[config.mk]
export PLATFORM = sky130hd
export DESIGN_NAME = eq_band_scheduler
export DESIGN_NICKNAME = d
export VERILOG_FILES = /design/src/rtl/eq_band_scheduler.sv
export SDC_FILE = /design/constraint.sdc
export NUM_CORES = 2
export LEC_CHECK = 0
export CORE_MARGIN = 10
export CORE_UTILIZATION = 59
export DETAILED_ROUTE_END_ITERATION = 8
export HOLD_SLACK_MARGIN = 0.02
export PLACE_DENSITY = 0.88
export SLEW_MARGIN = 10
export SYNTH_ARGS = -nofsm -noshare
export SYNTH_HDL_FRONTEND = slang
export SYNTH_SLANG_ARGS = --single-unit
[constraint.sdc]
create_clock -name clk -period 12.4 [get_ports clk]
set_input_delay 1.86 -clock clk [delete_from_list [all_inputs] [get_ports clk]]
set_output_delay 1.86 -clock clk [all_outputs]
set_load 0.02 [all_outputs]
[src/rtl/eq_band_scheduler.sv]
// eq_band_scheduler: sequences the shared band filter engine per sample, gain-weights and accumulates band results, emits the saturated sum.
// Optional EQ_SAT_COUNT_EN adds a saturating count of clipped results (sat_count).
module eq_band_scheduler #(
  parameter int NUM_BANDS = 10,
  parameter int GAIN_W    = 13,
  parameter int FRAC      = 10,
  parameter int ACC_W     = 42
) (
  input  logic                        clk,
  input  logic                        rst,
  input  logic [23:0]                 audio_in,
  input  logic                        audio_valid,
  output logic                        audio_ready,
  input  logic [NUM_BANDS*GAIN_W-1:0] gains_flat,
  input  logic                        gain_we,
  output logic                        band_start,
  output logic [3:0]                  band_sel,
  output logic [23:0]                 band_x,
  input  logic                        band_done,
  input  logic [23:0]                 band_y,
  output logic [23:0]                 audio_out,
  output logic                        out_valid,
  output logic                        busy,
  output logic                        overrun,
  input  logic                        overrun_clr
`ifdef EQ_SAT_COUNT_EN
  , output logic [15:0]               sat_count
`endif
);
  typedef enum logic [1:0] {IDLE, ISSUE, WAIT, FINISH} state_t;
  state_t state_q, state_d;
  logic [3:0] k_q, k_d, band_sel_q, band_sel_d;
  logic signed [ACC_W-1:0] acc_q, acc_d, sh_d;
  logic [NUM_BANDS*GAIN_W-1:0] shadow_q, shadow_d;
  logic pending_q, pending_d, overrun_q, overrun_d, clip_d;
  logic band_start_q, out_valid_q, audio_ready_q;
  logic [23:0] band_x_q, band_x_d, audio_out_q, audio_out_d, sat_d;
  logic signed [GAIN_W+24:0] prod;
  logic last;
  always_comb begin
    state_d = state_q;
    k_d = k_q;
    acc_d = acc_q;
    shadow_d = shadow_q;
    band_x_d = band_x_q;
    pending_d = pending_q | gain_we;
    prod = $signed(band_y) * $signed({1'b0, shadow_q[k_q*GAIN_W +: GAIN_W]});
    last = k_q == 4'(NUM_BANDS - 1);
    unique case (state_q)
      IDLE: begin
        if (pending_q) begin
          shadow_d = gains_flat;
          pending_d = gain_we;
        end
        if (audio_valid) begin
          band_x_d = audio_in;
          acc_d = '0;
          k_d = '0;
          state_d = ISSUE;
        end
      end
      ISSUE: state_d = WAIT;
      WAIT: if (band_done) begin
        acc_d = acc_q + ACC_W'(prod);
        state_d = last ? FINISH : ISSUE;
        k_d = last ? k_q : k_q + 4'd1;
      end
      FINISH: state_d = IDLE;
    endcase
    band_sel_d = state_d == ISSUE ? k_d : band_sel_q;
    overrun_d = overrun_clr ? 1'b0 : overrun_q | (audio_valid && state_q != IDLE);
    sh_d = acc_d >>> FRAC;
    clip_d = (sh_d[ACC_W-1:23] != '0) && (sh_d[ACC_W-1:23] != '1);
    sat_d = clip_d ? {sh_d[ACC_W-1], {23{~sh_d[ACC_W-1]}}} : sh_d[23:0];
    audio_out_d = state_d == FINISH ? sat_d : audio_out_q;
  end
  always_ff @(posedge clk) begin
    if (rst) begin
      state_q <= IDLE;
      k_q <= '0;
      acc_q <= '0;
      shadow_q <= {NUM_BANDS{GAIN_W'(1 << FRAC)}};
      pending_q <= 1'b0;
      band_x_q <= '0;
      band_sel_q <= '0;
      band_start_q <= 1'b0;
      audio_out_q <= '0;
      out_valid_q <= 1'b0;
      audio_ready_q <= 1'b1;
      overrun_q <= 1'b0;
    end else begin
      state_q <= state_d;
      k_q <= k_d;
      acc_q <= acc_d;
      shadow_q <= shadow_d;
      pending_q <= pending_d;
      band_x_q <= band_x_d;
      band_sel_q <= band_sel_d;
      band_start_q <= state_d == ISSUE;
      audio_out_q <= audio_out_d;
      out_valid_q <= state_d == FINISH;
      audio_ready_q <= state_d == IDLE;
      overrun_q <= overrun_d;
    end
  end
`ifdef EQ_SAT_COUNT_EN
  // clip_q holds the clip flag of the result presented during FINISH
  logic clip_q;
  logic [15:0] sat_count_q, sat_count_d;
  always_comb sat_count_d = overrun_clr ? 16'd0 :
    (state_q == FINISH && clip_q && sat_count_q != 16'hFFFF) ? sat_count_q + 16'd1 : sat_count_q;
  always_ff @(posedge clk) begin
    if (rst) begin
      clip_q <= 1'b0;
      sat_count_q <= '0;
    end else begin
      clip_q <= clip_d;
      sat_count_q <= sat_count_d;
    end
  end
  assign sat_count = sat_count_q;
`endif
  assign audio_ready = audio_ready_q;
  assign busy = ~audio_ready_q;
  assign band_start = band_start_q;
  assign band_sel = band_sel_q;
  assign band_x = band_x_q;
  assign audio_out = audio_out_q;
  assign out_valid = out_valid_q;
  assign overrun = overrun_q;
endmodule

==> impl_results.md <==
* Global Route met3 Usage at 6.55%
* Power per cell area at 144 mW/mm²
* Final worst path period need at 10.09 ns
* Fin Setup TNS at 0 ns
* Met2 usage at 47.2%
* Hold_sp: band_x[22]$_SDFFE_PP0P_
* Gr busiest metal: met2
* Cts bufs inserted at 24
* Routed wire length at 67800 µm
* Post-CTS Setup Inserts at 0
* Worst setup SP type: register
* Seq/Total Area, Yosys at 20.3%
* Worst Path Required at 12.78 ns
* Critical path type: reg -> reg
* Post_cts resized at 0
* First-pass GRT wire length at 110000 µm
* Drt pass-1 iters at 5
* H-tree levels at 1
* Die H at 218 µm
* P&R area growth vs syn at 14.8%
* Io pins at 241
* Clk Tree Root Cell: clkbuf_16
* Via count at 19500
* Clock slew at reported path FFs at 0.06 ns
* Die X at 218 µm
* Synth Area in Adders at 36.4%
* Met1 usage at 35.8%
* Top-count cell post-synth: nand2_1
* FMAX at 0.0991 GHz
* Clock sink total at 235
* Synth cell count leaders: 531 x nand2_1, 370 x inv_1, 360 x fa_1
* Post-synthesis register bit count at 235
* Syn nets at 3300
* Top_reg_cell synth: dfxtp_1
* Die area at 0.0477 mm²
* Max-Cap Viols at 0
* Core region area at 0.0388 mm²
* Fraction of synthesized cell area in xor and xnor cells at 1.47%
* CP Capture Type: register
* RSZ-0062 raised after global routing: false
* Fin Clk Skew at 0.0343 ns
* Distinct cells, synth at 70
* Share of cells above drive strength 1 at 4.72%
* Ys async rst share at 0%
* Fin. Hold Viols at 0
* Initial Util at 59.8%
* Final GP Congestion at 0.947
* Grt total ovfl at 0
* Critical path's largest stage delay at 0.74 ns
* Final setup vio count at 0
* Rows at 72
* Crit Path Max Fanout at 27
* IO Port Bufs at 240
* Post-synthesis mux area share at 3.42%
* Post-synth EDFFs at 0
* Drt via density at 5.87
* Worst endpoint data arrival time at 10.47 ns
* Worst-Margin Slew at 1.05 ns
* CTS Buffer Depth at 3
* Total leakage power at 0.0119 µW
* Hpwl dp at 52700 µm
* Slew headroom at 30.3%
* CP max-delay cell: nand3b_1
* Final period util at 81.4%
* Per-cell routed wire length at 20.4 µm
* Detail Route Antenna Nets at 0
* Post-synthesis cell area at 0.0232 mm²
* Setup crit start: k_q[3]$_SDFF_PP0_
* Post-synth top area share at 31.0%
* Vias in the first global route at 21100
* CTS hold repair buffers at 0
* Synth area leaders: fa_1 31%, dfxtp_1 20%, nand2_1 8.6%
* Synth Warn # at 0
* Syn avg cell area at 8.74 µm²
* Most used cell, CP: fa_1
* Cells after Synth at 2656
* Largest family of logic cells by synthesized area: adder cells
* Min-Delay Path Class: reg -> reg
* Synth Area in Compound Gates at 11.3%
* Starting DRT DRC Count at 1894
* Clock Latency Late Sink at 0.56 ns
* Nets at 3425
* Status: finished clean
* Clock tree from TritonCTS: done
* Post-Place Worst Slack at 2.01 ns
* Total GRT Usage at 28.6%
* Drt drc at 0
* Initial antenna violation count at 3
* Simple-Gate Fraction of Synth Area at 18.3%
* Worst setup margin at 2.31 ns
* Worst IR Drop VDD at 0.111 mV
* Cell type with the highest aggregate area in the netlist: fa_1
* Fin. max-slew vios at 0
* Pin count of the biggest net entering global routing at 131
* Worst reg2reg startpoint: k_q[3]$_SDFF_PP0_
[kinds of logic (layout without fill, tap and decap cells)]
group	Yosys count	count (layout)
and+or+nand+nor	922	922
buffers and inverters	537	676
adders and majority gates	460	460
AOI/OAI and AO/OA	418	418
DFF	235	235
muxes	45	45
xor gates and xnor gates	39	39
other	0	3
[placed cells by master, fill, tap and decap left out, drive strengths merged, types with 7 or more instances in the layout]
| cell type | n |
|---|---|
| nand2 | 531 |
| inv | 371 |
| fa | 360 |
| clkdlybuf4s50 | 239 |
| dfxtp | 235 |
| a21oi | 207 |
| and2 | 199 |
| ha | 100 |
| nor2 | 75 |
| o21ai | 47 |
| clkbuf | 32 |
| a22oi | 30 |
| xnor2 | 27 |
| mux4 | 26 |
| buf | 26 |
| nor3 | 21 |
| nand4 | 19 |
| a21o | 17 |
| o311ai | 17 |
| a221oi | 16 |
| mux2 | 14 |
| nand3 | 14 |
| nand3b | 12 |
| and3 | 12 |
| xor2 | 12 |
| a31oi | 12 |
| o31ai | 12 |
| nor2b | 11 |
| a211oi | 8 |
| o21a | 7 |
| o211ai | 7 |
[routing by layer]
metal | part of all wire [%] | wire length [µm] | vias to the layer above
met4 | 3.7 | 2530 | 0
li1 | - | - | 8650
met1 | 39 | 26200 | 9717
met5 | 0 | 0 | -
met2 | 48 | 32600 | 923
met3 | 9.6 | 6480 | 170
[final timing paths]
path,endpoint,slack [ns],depth (start not counted)
setup reg to reg,audio_out[21]$_SDFFE_PP0P_,2.31,26
setup / recovery,audio_out[21]$_SDFFE_PP0P_,2.31,26
hold / removal,band_x[22]$_SDFFE_PP0P_,0.45,2
hold reg to reg,band_x[22]$_SDFFE_PP0P_,0.45,2
[power by group]
part | internal [µW] | switching (µW)
combinational | 847 | 1380
clock | 433 | 321
sequential | 807 | 39.7
[through the flow]
step	instances	hold slack, ns	utilization [%]	area, µm²	power, µW
final	3316	0.453	68.7	26700	3830
after global routing	3316	0.466	68.7	26700	4090
after CTS	3313	0.453	68.6	26700	3800
after detailed placement	3273	0.444	66.6	25800	3030
after global placement	3273	0.438	66.6	25800	2980
after floorplan	2656	0.432	-	23200	2440
[worst max-delay path: cells and delay by family, from the launching register on]
kind	cells	cell delay [ns]
AO/OA/AOI/OAI	9	2.27
adder cells (fa/ha/maj)	7	3.46
buffers and inverters	5	1.63
flip-flops	1	0.37
multiplexers	1	0.31
AND/OR/NAND/NOR	4	1.84
[state kept, by name, indices dropped and copies added (netlist names), 2 cells and up]
signal and cells:
shadow_q 130, acc_q 42, audio_out 24, band_x 24, band_sel 4, k_q 4, state_q 2
[cell type report]
cell class                      instances  area [µm²]
Clock buffer                           32         691
Multi-Input combinational cell       1884       16500
Antenna cell                            3        7.51
Tap cell                              518         648
Inverter                              371        1390
Sequential cell                       235        4710
Fill cell                            2904       12200
Timing Repair Buffer                  265        2590
Clock inverter                          8         121
No activity file was read; power rests on OpenSTA's default activity.
